**config.mk**
```make
export PLATFORM = sky130hd
export DESIGN_NAME = imem_prog_loader_flat
export DESIGN_NICKNAME = d
export VERILOG_FILES = /design/src/rtl/imem_prog_loader_pkg.sv /design/src/rtl/imem_prog_loader_if.sv /design/src/rtl/imem_prog_loader_timeout.sv /design/src/rtl/imem_prog_loader.sv /design/src/flat_wrapper.sv
export SDC_FILE = /design/constraint.sdc
export NUM_CORES = 1
export LEC_CHECK = 0
export CELL_PAD_IN_SITES_DETAIL_PLACEMENT = 1
export CELL_PAD_IN_SITES_GLOBAL_PLACEMENT = 1
export CORE_MARGIN = 4
export CORE_UTILIZATION = 35
export DETAILED_ROUTE_END_ITERATION = 10
export PLACE_DENSITY_LB_ADDON = 0.1
export REMOVE_ABC_BUFFERS = 1
export SKIP_CTS_REPAIR_TIMING = 1
export SLEW_MARGIN = 40
export SYNTH_ARGS = -nofsm -noshare
export SYNTH_HDL_FRONTEND = slang
export SYNTH_SLANG_ARGS = --single-unit
```
**constraint.sdc**
```tcl
create_clock -name clk -period 5.1 [get_ports clk]
set_input_delay 1.02 -clock clk [delete_from_list [all_inputs] [get_ports clk]]
set_output_delay 1.02 -clock clk [all_outputs]
set_load 0.03 [all_outputs]
```
**src/rtl/imem_prog_loader_pkg.sv**
```systemverilog
// Shared types and constants for the instruction-memory program loader.
package imem_prog_loader_pkg;

   localparam int BYTE_W = 8;
   localparam int LEN_W  = 16;
   localparam int WORD_W = 32;
   localparam int IDX_W  = 16;

   localparam logic [BYTE_W-1:0] SYNC_BYTE = 8'hA5;

   typedef enum logic [2:0] {
      ST_IDLE  = 3'd0,
      ST_LEN0  = 3'd1,
      ST_LEN1  = 3'd2,
      ST_DATA  = 3'd3,
      ST_WRITE = 3'd4,
      ST_CSUM  = 3'd5,
      ST_RUN   = 3'd6,
      ST_ERR   = 3'd7
   } loader_state_t;

   // Byte address of instruction word idx, modulo 2^32.
   function automatic logic [WORD_W-1:0] word_addr(input logic [WORD_W-1:0] base,
                                                   input logic [IDX_W-1:0]  idx);
      return base + {14'b00_0000_0000_0000, idx, 2'b00};
   endfunction

endpackage

```
**src/rtl/imem_prog_loader_if.sv**
```systemverilog
// Byte-stream input and instruction-memory programming bus of the loader.
interface imem_prog_loader_if;
   import imem_prog_loader_pkg::*;

   logic              rx_valid;
   logic [BYTE_W-1:0] rx_data;
   logic              rx_ready;
   logic [WORD_W-1:0] tb_addr;
   logic [WORD_W-1:0] tb_inst;
   logic              tb_we;
   logic              cpu_reset_n;
   logic              done;
   logic              err;

   // Loader side.
   modport slave (
      input  rx_valid, rx_data,
      output rx_ready, tb_addr, tb_inst, tb_we, cpu_reset_n, done, err
   );

   // Byte source / observer side.
   modport master (
      output rx_valid, rx_data,
      input  rx_ready, tb_addr, tb_inst, tb_we, cpu_reset_n, done, err
   );
endinterface

```
**src/rtl/imem_prog_loader_timeout.sv**
```systemverilog
// Inter-byte idle counter; expire pulses on the idle cycle that completes
// TIMEOUT_CYC cycles without an accepted byte.
module imem_prog_loader_timeout #(
   parameter int TIMEOUT_CYC = 1000000
) (
   input  logic clk,
   input  logic reset,
   input  logic clear,
   input  logic enable,
   output logic expire
);
   localparam int               CNT_W    = $clog2(TIMEOUT_CYC);
   localparam logic [CNT_W-1:0] LAST_CNT = CNT_W'(TIMEOUT_CYC - 1);

   logic [CNT_W-1:0] cnt_r;

   // Count idle cycles; an accepted byte restarts, disabled states hold the count.
   always_ff @(posedge clk or posedge reset) begin
      if (reset) begin
         cnt_r <= '0;
      end else if (clear) begin
         cnt_r <= '0;
      end else if (enable) begin
         cnt_r <= cnt_r + CNT_W'(1);
      end else begin
         cnt_r <= cnt_r;
      end
   end

   // Flag the idle cycle that reaches the timeout.
   always_comb begin
      expire = 1'b0;
      if (enable && !clear && (cnt_r == LAST_CNT)) begin
         expire = 1'b1;
      end else begin
         expire = 1'b0;
      end
   end
endmodule

```
**src/rtl/imem_prog_loader.sv**
```systemverilog
// Framed byte-stream loader for the core's instruction memory: assembles
// little-endian words, writes them sequentially, verifies an XOR checksum
// and holds the core in reset until a frame completes cleanly.
module imem_prog_loader
   import imem_prog_loader_pkg::*;
#(
   parameter logic [31:0] BASE_ADDR   = 32'h0000_0000,
   parameter int          MAX_WORDS   = 256,
   parameter int          TIMEOUT_CYC = 1000000
) (
   input  logic              clk,
   input  logic              reset,
   imem_prog_loader_if.slave bus
);
   localparam logic [LEN_W:0] MAX_LEN = (LEN_W+1)'(MAX_WORDS);

   loader_state_t     state_r;
   logic [LEN_W-1:0]  len_r;
   logic [IDX_W-1:0]  idx_r;
   logic [1:0]        byte_cnt_r;
   logic [WORD_W-1:0] shift_r;
   logic [BYTE_W-1:0] csum_r;
   logic [WORD_W-1:0] tb_addr_r;
   logic [WORD_W-1:0] tb_inst_r;
   logic              tb_we_r;
   logic              cpu_reset_n_r;
   logic              done_r;
   logic              err_r;
   logic              rx_ready_r;

   logic              accept_s;
   logic              tmo_en_s;
   logic              expire_s;
   logic [LEN_W-1:0]  len_full_s;

   assign accept_s   = bus.rx_valid & rx_ready_r;
   assign len_full_s = {bus.rx_data, len_r[BYTE_W-1:0]};

   // Idle timeout runs only while a frame is being received.
   always_comb begin
      tmo_en_s = 1'b0;
      case (state_r)
         ST_LEN0, ST_LEN1, ST_DATA, ST_CSUM: tmo_en_s = 1'b1;
         default:                            tmo_en_s = 1'b0;
      endcase
   end

   imem_prog_loader_timeout #(.TIMEOUT_CYC(TIMEOUT_CYC)) u_timeout (
      .clk    (clk),
      .reset  (reset),
      .clear  (accept_s),
      .enable (tmo_en_s),
      .expire (expire_s)
   );

   // Frame FSM with word assembly, running checksum and registered outputs.
   always_ff @(posedge clk or posedge reset) begin
      if (reset) begin
         state_r       <= ST_IDLE;
         len_r         <= 16'h0000;
         idx_r         <= 16'h0000;
         byte_cnt_r    <= 2'd0;
         shift_r       <= 32'h0000_0000;
         csum_r        <= 8'h00;
         tb_addr_r     <= BASE_ADDR;
         tb_inst_r     <= 32'h0000_0000;
         tb_we_r       <= 1'b0;
         cpu_reset_n_r <= 1'b0;
         done_r        <= 1'b0;
         err_r         <= 1'b0;
         rx_ready_r    <= 1'b1;
      end else begin
         tb_we_r <= 1'b0;
         case (state_r)
            ST_IDLE, ST_RUN, ST_ERR: begin
               // A sync byte (re)starts a frame; anything else is dropped.
               if (accept_s && (bus.rx_data == SYNC_BYTE)) begin
                  state_r       <= ST_LEN0;
                  csum_r        <= 8'h00;
                  idx_r         <= 16'h0000;
                  byte_cnt_r    <= 2'd0;
                  cpu_reset_n_r <= 1'b0;
                  done_r        <= 1'b0;
                  err_r         <= 1'b0;
               end else begin
                  state_r <= state_r;
               end
            end
            ST_LEN0: begin
               if (accept_s) begin
                  len_r   <= {8'h00, bus.rx_data};
                  csum_r  <= csum_r ^ bus.rx_data;
                  state_r <= ST_LEN1;
               end else if (expire_s) begin
                  state_r <= ST_ERR;
                  err_r   <= 1'b1;
               end else begin
                  state_r <= ST_LEN0;
               end
            end
            ST_LEN1: begin
               if (accept_s) begin
                  len_r  <= len_full_s;
                  csum_r <= csum_r ^ bus.rx_data;
                  if ({1'b0, len_full_s} > MAX_LEN) begin
                     state_r <= ST_ERR;
                     err_r   <= 1'b1;
                  end else if (len_full_s == 16'h0000) begin
                     state_r <= ST_CSUM;
                  end else begin
                     state_r <= ST_DATA;
                  end
               end else if (expire_s) begin
                  state_r <= ST_ERR;
                  err_r   <= 1'b1;
               end else begin
                  state_r <= ST_LEN1;
               end
            end
            ST_DATA: begin
               // Bytes arrive LSB first, so shift in from the top.
               if (accept_s) begin
                  shift_r    <= {bus.rx_data, shift_r[WORD_W-1:BYTE_W]};
                  csum_r     <= csum_r ^ bus.rx_data;
                  byte_cnt_r <= byte_cnt_r + 2'd1;
                  if (byte_cnt_r == 2'd3) begin
                     state_r    <= ST_WRITE;
                     rx_ready_r <= 1'b0;
                  end else begin
                     state_r <= ST_DATA;
                  end
               end else if (expire_s) begin
                  state_r <= ST_ERR;
                  err_r   <= 1'b1;
               end else begin
                  state_r <= ST_DATA;
               end
            end
            ST_WRITE: begin
               tb_we_r    <= 1'b1;
               tb_addr_r  <= word_addr(BASE_ADDR, idx_r);
               tb_inst_r  <= shift_r;
               idx_r      <= idx_r + 16'd1;
               rx_ready_r <= 1'b1;
               if ((idx_r + 16'd1) == len_r) begin
                  state_r <= ST_CSUM;
               end else begin
                  state_r <= ST_DATA;
               end
            end
            ST_CSUM: begin
               if (accept_s) begin
                  if (bus.rx_data == csum_r) begin
                     state_r       <= ST_RUN;
                     cpu_reset_n_r <= 1'b1;
                     done_r        <= 1'b1;
                  end else begin
                     state_r <= ST_ERR;
                     err_r   <= 1'b1;
                  end
               end else if (expire_s) begin
                  state_r <= ST_ERR;
                  err_r   <= 1'b1;
               end else begin
                  state_r <= ST_CSUM;
               end
            end
            default: begin
               state_r <= ST_IDLE;
            end
         endcase
      end
   end

   assign bus.rx_ready    = rx_ready_r;
   assign bus.tb_addr     = tb_addr_r;
   assign bus.tb_inst     = tb_inst_r;
   assign bus.tb_we       = tb_we_r;
   assign bus.cpu_reset_n = cpu_reset_n_r;
   assign bus.done        = done_r;
   assign bus.err         = err_r;
endmodule

```
**src/flat_wrapper.sv**
```systemverilog
// flat-port wrapper written by rule: the top's interface ports become plain ports
module imem_prog_loader_flat import imem_prog_loader_pkg::*;
#(
   parameter logic [31:0] BASE_ADDR   = 32'h0000_0000,
   parameter int          MAX_WORDS   = 256,
   parameter int          TIMEOUT_CYC = 1000000
)
  (clk, reset, bus_rx_valid, bus_rx_data, bus_rx_ready, bus_tb_addr, bus_tb_inst, bus_tb_we, bus_cpu_reset_n, bus_done, bus_err);
  imem_prog_loader_if bus_i ();
  input  logic clk;
  input  logic reset;
  input wire logic [$bits(bus_i.rx_valid)-1:0] bus_rx_valid;
  input wire logic [$bits(bus_i.rx_data)-1:0] bus_rx_data;
  output wire logic [$bits(bus_i.rx_ready)-1:0] bus_rx_ready;
  output wire logic [$bits(bus_i.tb_addr)-1:0] bus_tb_addr;
  output wire logic [$bits(bus_i.tb_inst)-1:0] bus_tb_inst;
  output wire logic [$bits(bus_i.tb_we)-1:0] bus_tb_we;
  output wire logic [$bits(bus_i.cpu_reset_n)-1:0] bus_cpu_reset_n;
  output wire logic [$bits(bus_i.done)-1:0] bus_done;
  output wire logic [$bits(bus_i.err)-1:0] bus_err;
  assign bus_i.rx_valid = bus_rx_valid;
  assign bus_i.rx_data = bus_rx_data;
  assign bus_rx_ready = bus_i.rx_ready;
  assign bus_tb_addr = bus_i.tb_addr;
  assign bus_tb_inst = bus_i.tb_inst;
  assign bus_tb_we = bus_i.tb_we;
  assign bus_cpu_reset_n = bus_i.cpu_reset_n;
  assign bus_done = bus_i.done;
  assign bus_err = bus_i.err;
  imem_prog_loader #(.BASE_ADDR(BASE_ADDR), .MAX_WORDS(MAX_WORDS), .TIMEOUT_CYC(TIMEOUT_CYC)) u_core (.clk(clk), .reset(reset), .bus(bus_i));
endmodule
```
**Word-level counts from Yosys, hierarchy flattened**

Cells that the tools add are included.

- Bits of input ports: 11
- ROM bits: 0
- Bits in latches: 0
- RAM bits: 0
- Register bits: 149
- Memories kept: 0
- Word-level logic and storage cells: 116

- $mul: 0
- Reductions and logical operators: 27
- Div/mod/pow operators: 0
- Bitwise operators: 3
- Mux-type cells: 45
- Magnitude comparators: 1
- $add $sub $neg: 3
- Equal/unequal tests: 23
- Shift operators: 0

Operator list:

| operator | number |
|---|---|
| $pmux 16 s2 | 2 |
| $mux 16 | 3 |
| $mux 20 | 2 |
| $mux 3 | 12 |
| $add 20x1->20 const B | 1 |
| $eq 20x20->1 const B | 1 |
| $pmux 3 s6 | 1 |
| $add 16x1->16 const B | 1 |
| $eq 16x16->1 | 1 |
| $gt 16x9->1 const B | 1 |
| $logic_not 16->1 | 1 |
| $mux 8 | 2 |
| $ne 2x1->1 const B | 8 |
| $pmux 8 s2 | 1 |
| $mux 1 | 15 |
| $reduce_and 3->1 | 5 |
| $reduce_bool 2->1 | 7 |
| $eq 3x3->1 const B | 4 |
| $eq 8x8->1 | 1 |
| $eq 8x8->1 const B | 1 |
| $xor 8x8->8 | 1 |
| $eq 3x2->1 const B | 2 |
| $mux 2 | 3 |
| $ne 3x3->1 const B | 2 |
| 19 further kinds | 24 |

**Longest topological paths before layout**

Gate-level depths: netlist (run 1).

- Depth after elaboration: 9
- Mapped depth: 8

**Modules after synthesis**

Synthesis (run 1) repeated with hierarchy kept, for this count alone.

- Cell total of the unflattened synthesis: 777
- Area, all modules: 7174.4 µm²

By module, submodules not included:

| module | cells each | area an instance (µm²) | times used |
|---|---|---|---|
| imem_prog_loader | 670 | 6134.6 | 1 |
| imem_prog_loader_timeout | 107 | 1039.7 | 1 |

**Worst setup path after synthesis (run 1)**

Ideal clock, no wire load.

- Path type: input to register
- Start point: input bus_rx_data[6]
- End point: register u_core.csum_r[0]
- Data arrival time: 2691 ps
- Stages: 7
- Buffers on the path: 1
- Path slack: 2332 ps
- Cell sequence: or4_4 -> nor3_4 -> a21oi_1 -> o22a_2 -> or2_1 -> buf_6 -> o21ai_1

- Longest elaborated chain between the ends: 4

RTL lines:

| item | RTL line | source |
|---|---|---|
| start: declaration | flat_wrapper.sv:13 | `input wire logic [$bits(bus_i.rx_data)-1:0] bus_rx_data;` |
| $eq 8x8->1 | imem_prog_loader.sv:77 | `if (accept_s && (bus.rx_data == SYNC_BYTE)) begin` |
| $logic_and 1x1->1 | imem_prog_loader.sv:77 |  |
| $ne 2x1->1 (no line) | -- |  |
| $reduce_and 3->1 (no line) | -- |  |
| end signal: assignment | imem_prog_loader.sv:92 | `csum_r <= csum_r ^ bus.rx_data;` |
| end signal: assignment | imem_prog_loader.sv:104 | `csum_r <= csum_r ^ bus.rx_data;` |
| end signal: assignment | imem_prog_loader.sv:124 | `csum_r <= csum_r ^ bus.rx_data;` |
| end: declaration | imem_prog_loader.sv:22 | `logic [BYTE_W-1:0] csum_r;` |

Every way passes these cells.
A chain may end at the register's enable or synchronous reset.

**Worst setup path after layout (run 1)**

- Start point: input bus_rx_data[6]
- End point: register u_core.csum_r[2]

Same word-level chain as after synthesis.

==> impl_metrics.csv, run 1 <==
group,metric,value,unit
power_and_ir_drop,peakVddDrop,0.2130,mV
synth,synthCells,770,
detailed_routing,route.vias.total,5509,
timing,max_slew_margin,48.73,%
cts,clkTransAtPathRegs,0.07,ns
timing,worstMarginPinSlew,0.7690,ns
timing,fin_skew,0.008732,ns
setup_path,crit_path_max_fanout,10,
min_path,hold_class,"reg -> reg",
global_route,grt_pass1_vias,5981,
power_and_ir_drop,switching_share,23.45,%
timing,finalHoldViolCount,0,
floorplanning,rows,52,
setup_path,end_kind,"flip-flop",
detailed_routing,drtIter0Drc,272,
cts,clk_latency,0.42,ns
synth,synth_top_cell_by_area,"dfrtp_1",
flow_run,cap_viol_max_count,0,
timing,fin_crit,3.260,ns
setup_path,cp_data_arrival_time,3.61,ns
global_route,grtUsageTotal,16.07,%
final_layout,fin_util,42.36,%
setup_path,max_stage_delay,0.63,ns
global_route,grt_overflow,0,
synth,synth_area_per_cell,9.313,sq um
synth,synth.area.top_cells,"dfrtp_1, nand2_1, mux2_2, xnor2_1, xor2_1",
floorplanning,initial_utilization,35.55,%
floorplanning,die_w,151.1,um
power_and_ir_drop,power_density,295.2,nW/um^2
timing,fin_crit_sh,63.93,%
setup_path,startpoint,"bus_rx_data[6]",
cts,cts_sinks,149,
detailed_routing,wl_per_cell,15.75,um
setup_path,worstReg2RegStart,"u_core.idx_r[0]",
power_and_ir_drop,p_sw,0.5914,mW
timing,clock.fmax,306.7,MHz
final_layout,drive_gt1_share,9.939,%
synth,ys_ff_latch,149,
setup_path,critical-path-top-delay-family,"simple AND/OR/NAND/NOR gates",
final_layout,final_area,8544,sq um
synth,synth_cell_types,58,
synth,async_flop_share,100.0,%
final_layout,nNetsFinal,826,
final_layout,antenna_cells,0,
synth,syn_area,7171,sq um
synth,yosysMostFrequentCell,"nand2_1",
setup_path,cp.required,5.45,ns
power_and_ir_drop,p_leak,4.051,nW
global_route,antenna_found_initial,0,
final_layout,area_growth,19.16,%
timing,maxSlewViolCount,0,
synth,synth_top_area_share,51.65,%
power_and_ir_drop,internal_power,1.931,mW
cts,cts_buffers,17,
detailed_routing,remaining_drc_errors,0,
run_status,status,"finished, final reports clean",
setup_path,path_cells,"clkdlybuf4s50_1, or4_4, nor3_4, a21oi_1, o22a_2, or2_1, o21ai_1",
place,dpl-instance-area,7938,sq um
global_route,grt_pass1_wl,29.82,mm
floorplanning,die_y,151.1,um
power_and_ir_drop,finalPower,2.522,mW
timing,hold_ws,0.4679,ns
cts,cts_buffer_depth,2,
cts,cts_root_buf,"clkbuf_16",
setup_path,path_class,"in -> reg",
floorplanning,core,20170,sq um
cts,cts_tree,"done",
setup_path,worst_path_max_delay_cell,"or4_4",
global_route,grt_max_degree,107,
timing,rsz0062_at_grt,"false",
synth,synth_edf_count,0,
timing,setup_tns,0,ns
detailed_routing,final_antenna_net_count,0,
detailed_routing,via_per_inst,5.031,
detailed_routing,dr.pass1.iters,4,
timing,setup_viol,0,
floorplanning,die_area,22840,sq um
setup_path,cp.buffers_inverters,1,
synth,ys_seq_area_share,52.02,%
synth,synthFlopType,"dfrtp_1",
synth,yosys-top-cells-count,"nand2_1, dfrtp_1, nor2_1",
synth,yosys_warnings,0,
place,portBuffers,63,
power_and_ir_drop,seqPwrFrac,46.9,%
final_layout,fillCellCount,2321,
detailed_routing,detail_route.wirelength,17.24,mm
floorplanning,boundaryPins,80,
min_path,min-delay-start,"u_core.shift_r[0]",
setup_path,cp-start-kind,"input port",
power_and_ir_drop,p_comb_share,2.6,%
place,place_congestion,0.8569,
cts,htreeDepth,4,
power_and_ir_drop,pwr-share-clk,50.5,%
place,dp_hpwl,11.57,mm
## power groups by stage
stage | clock (mW) | combinational, mW | sequential, mW
final | 1.27 | 0.0656 | 1.18
after global routing | 1.37 | 0.0741 | 1.18
after CTS | 1.31 | 0.0680 | 1.18
after detailed placement | 0 | 0.0679 | 1.20
after global placement | 0 | 0.0652 | 1.20
after floorplan | 0 | 0.0394 | 1.20
## final timing paths
path	endpoint	slack, ns	cells past startpoint
min	u_core.bus.tb_inst[0]	0.47	2
min in group asynchronous	u_core.shift_r[27]	1.10	2
max reg2reg	u_core.state_r[1]	2.30	7
min reg2reg	u_core.bus.tb_inst[0]	0.47	2
max	u_core.csum_r[2]	1.84	7
max in group asynchronous	u_core.len_r[13]	3.27	3
## cell usage in the layout (no fill, tap or decap), drive strengths merged, types with 3 or more instances in the layout
cell type	netlist	final
mux2	33	33
nor2	41	41
and3	11	11
nor3	8	8
nor4b	3	3
clkinv	1	3
ha	3	3
or3	6	6
o31ai	3	3
clkdlybuf4s50	0	63
dfrtp	148	148
a211oi	4	4
nand2	214	214
nor4	11	11
nand4	15	15
conb	1	16
o21ai	45	45
and4	5	5
clkinvlp	0	3
inv	9	16
buf	27	5
clkbuf	33	18
a21oi	14	14
o22ai	4	4
xnor2	26	26
nand2b	12	12
nand3	35	35
or2	3	3
and2	4	4
xor2	23	23
## area by class of cell
| cell class | count | area [sq um] | share of cell area (%) |
|---|---|---|---|
| clock buffer | 18 | 429.2 | 5.023 |
| sequential | 149 | 3730 | 43.65 |
| inverter | 10 | 52.55 | 0.6150 |
| tap | 270 | 337.8 | 3.954 |
| timing repair buffer | 68 | 668.1 | 7.820 |
| clock inverter | 14 | 166.4 | 1.948 |
| multi-input combinational | 566 | 3161 | 36.99 |
## per-layer routing
layer | wire length, um | part of all wire [%] | up-vias | GRT usage [%]
met5 | 0 | 0 | - | 0
met4 | 186 | 1.1 | 0 | 4.669
met3 | 510 | 3.0 | 15 | 2.573
met2 | 8285 | 48 | 77 | 26.72
met1 | 8260 | 48 | 2768 | 21.73
li1 | - | - | 2649 | -
## metrics by stage
stage | setup WS (ns) | std cells
floorplan | 0.07362 | 725
global route | 1.660 | 1095
detailed placement | 1.408 | 1063
finish | 1.840 | 1095
CTS | 1.845 | 1095
global placement | 1.502 | 1063
## sequential cells by signal, indices dropped and copies added, names as in the netlist
name / count
u_core.bus.tb_addr: 16
u_core.bus.err: 1
u_core.bus.rx_ready: 1
u_core.len_r: 16
u_core.csum_r: 8
u_core.u_timeout.cnt_r: 20
u_core.byte_cnt_r: 2
u_core.bus.tb_we: 1
u_core.state_r: 3
u_core.shift_r: 32
u_core.bus.cpu_reset_n: 1
u_core.bus.tb_inst: 32
u_core.idx_r: 16
## cell families (layout without fill, tap and decap cells)
| group | after synthesis | after routing | share of synthesized area (%) |
|---|---|---|---|
| AOI/OAI and AO/OA | 88 | 88 | 7.364 |
| xor gates and xnor gates | 49 | 49 | 5.985 |
| adders and majority gates | 3 | 3 | 0.5235 |
| buffers and inverters | 70 | 110 | 4.833 |
| DFF | 149 | 149 | 52.02 |
| muxes | 35 | 35 | 5.462 |
| other | 1 | 16 | 0.05230 |
| and+or+nand+nor | 375 | 375 | 23.77 |
## worst register-to-register path: stages (launching register included)
cell	delay, ns
dfrtp_1	0.56
ha_1	0.46
nand4_1	0.17
nor4_2	0.36
xnor2_1	0.15
a2111oi_0	0.52
and4_1	0.35
o211ai_1	0.10
Power figures use the tool's default switching activity.
==> run 2: changes to the inputs <==
==> constraint.sdc (replaced) <==
create_clock -name clk -period 3 [get_ports clk]
set_input_delay 0.6 -clock clk [delete_from_list [all_inputs] [get_ports clk]]
set_output_delay 0.6 -clock clk [all_outputs]
set_load 0.03 [all_outputs]
==> run 2 against run 1 <==
Effect of this change: power increased by 68%; worst setup slack worse by 1.4 ns; combinational power grew 88%; utilization increased by 0.84 points; final cell count rose by 1.9%; sequential power up 70%; worst hold slack barely moved; flip-flop and latch count unchanged; register-to-register slack got worse by 1.8 ns; via count up 0.91%; critical endpoint is now u_core.state_r[1].
==> impl_metrics.csv, run 2 (synthesized netlist as in run 1, its figures left out) <==
group,metric,value,unit
run_status,status,"finished, final reports clean",
power_and_ir_drop,p_leak,4.164,nW
place,dpl-instance-area,8135,sq um
floorplanning,die_w,151.1,um
cts,htreeDepth,4,
place,placed_cells,1085,
final_layout,drive_gt1_share,12.06,%
final_layout,nNetsFinal,848,
flow_run,cap_viol_max_count,0,
timing,max_slew_margin,52.35,%
detailed_routing,final_antenna_net_count,0,
place,portBuffers,63,
setup_path,cp_data_arrival_time,2.81,ns
cts,clk_latency,0.43,ns
detailed_routing,wl_per_cell,15.97,um
timing,rsz0062_at_grt,"false",
detailed_routing,route.vias.total,5559,
floorplanning,core,20170,sq um
detailed_routing,drtIter0Drc,176,
setup_path,end_kind,"flip-flop",
detailed_routing,remaining_drc_errors,0,
final_layout,final_area,8713,sq um
global_route,grtUsageTotal,16.47,%
global_route,antenna_found_initial,0,
setup_path,crit_path_max_fanout,8,
cts,cts_buffers,17,
final_layout,antenna_cells,0,
detailed_routing,dr.pass1.iters,4,
cts,cts_root_buf,"clkbuf_16",
power_and_ir_drop,power_density,486.6,nW/um^2
floorplanning,initial_utilization,35.55,%
cts,cts_buffer_depth,2,
final_layout,instances_no_fill,1116,
place,place_congestion,0.8118,
min_path,hold_class,"reg -> reg",
final_layout,layout_commonest_cell,"nand2_1",
timing,worstMarginPinSlew,0.7148,ns
setup_path,cp-start-kind,"flip-flop",
global_route,grt_overflow,0,
cts,cts_sinks,149,
global_route,grt_max_degree,66,
setup_path,path_class,"reg -> reg",
timing,worst_slack,0.4609,ns
cts,clkTransAtPathRegs,0.06,ns
setup_path,worst_path_max_delay_cell,"nor4_2",
timing,fin_skew,0.01411,ns
timing,fin_crit_sh,84.64,%
timing,maxSlewViolCount,0,
timing,setup_viol,0,
final_layout,fillCellCount,2325,
place,pre_cts_ws,0.06718,ns
detailed_routing,detail_route.wirelength,17.82,mm
floorplanning,boundaryPins,80,
global_route,grt_pass1_vias,6002,
timing,finalHoldViolCount,0,
cts,cts_tree,"done",
timing,clock.fmax,393.8,MHz
floorplanning,rows,52,
final_layout,final_cell_mix,"nand2_1, dfrtp_1, clkdlybuf4s50_1, nor2_1, o21ai_0",
setup_path,path_cells,"nand3_1, nor4_2, xnor2_1, a2111oi_0, and4_1, o211ai_1",
final_layout,area_growth,21.51,%
timing,fin_crit,2.539,ns
final_layout,fin_util,43.20,%
setup_path,max_stage_delay,0.50,ns
place,dp_hpwl,12.50,mm
floorplanning,die_area,22840,sq um
power_and_ir_drop,peakVddDrop,0.3812,mV
setup_path,cp.required,3.27,ns
floorplanning,die_y,151.1,um
detailed_routing,via_per_inst,4.981,
global_route,grt_pass1_wl,30.44,mm
[run 2: worst max-delay path, delay by kind of cell (launching register included)]
kind / cells / cell delay, ns
AND/OR/NAND/NOR: 3 / 1.17
AO/OA/AOI/OAI: 2 / 0.59
flip-flops: 1 / 0.47
XOR/XNOR: 1 / 0.15
[run 2: worst paths after layout]
kind | end | depth (start not counted) | slack (ns) | start
max | u_core.state_r[1] | 6 | 0.46 | u_core.idx_r[5]
min | u_core.bus.tb_inst[5] | 2 | 0.47 | u_core.shift_r[5]
max in group asynchronous | u_core.shift_r[10] | 3 | 1.77 | reset
min in group asynchronous | u_core.csum_r[4] | 2 | 0.53 | reset
max reg2reg | u_core.state_r[1] | 6 | 0.46 | u_core.idx_r[5]
min reg2reg | u_core.bus.tb_inst[5] | 2 | 0.47 | u_core.shift_r[5]
[run 2: report_power, final]
group	internal, mW	leakage (nW)	switching (mW)
Clock	1.23	0.274	0.876
Sequential	2.01	1.98	0
Combinational	0.0308	1.91	0.0920
Total	3.27	4.16	0.968
[run 2: routing by layer]
metal  up-vias  wire length (um)  GRT usage [%]
li1       2678                 -              -
met1      2786              8280          22.50
met2        82              8774          27.04
met3        13               613          3.291
met4         0               152          3.944
met5         -                 0              0
[run 2: layout make-up]
type                    count  area, sq um  area share (%)
clock inverters            13        148.9           1.709
flip-flops and latches    149         3730           42.81
clock buffers              18        429.2           4.925
repair buffers             90        870.8           9.994
inverters                  10        42.54          0.4882
well taps                 270        337.8           3.877
multi-input cells         566         3154           36.20
[run 2: metrics by stage]
stage                     power (mW)  hold slack, ns  TNS, ns
after floorplan                2.114          0.4348  -269.23
final                          4.240          0.4674        0
after global placement         2.171          0.4521        0
after global routing           4.424          0.5013        0
after CTS                      4.304          0.4764        0
after detailed placement       2.173          0.4596        0
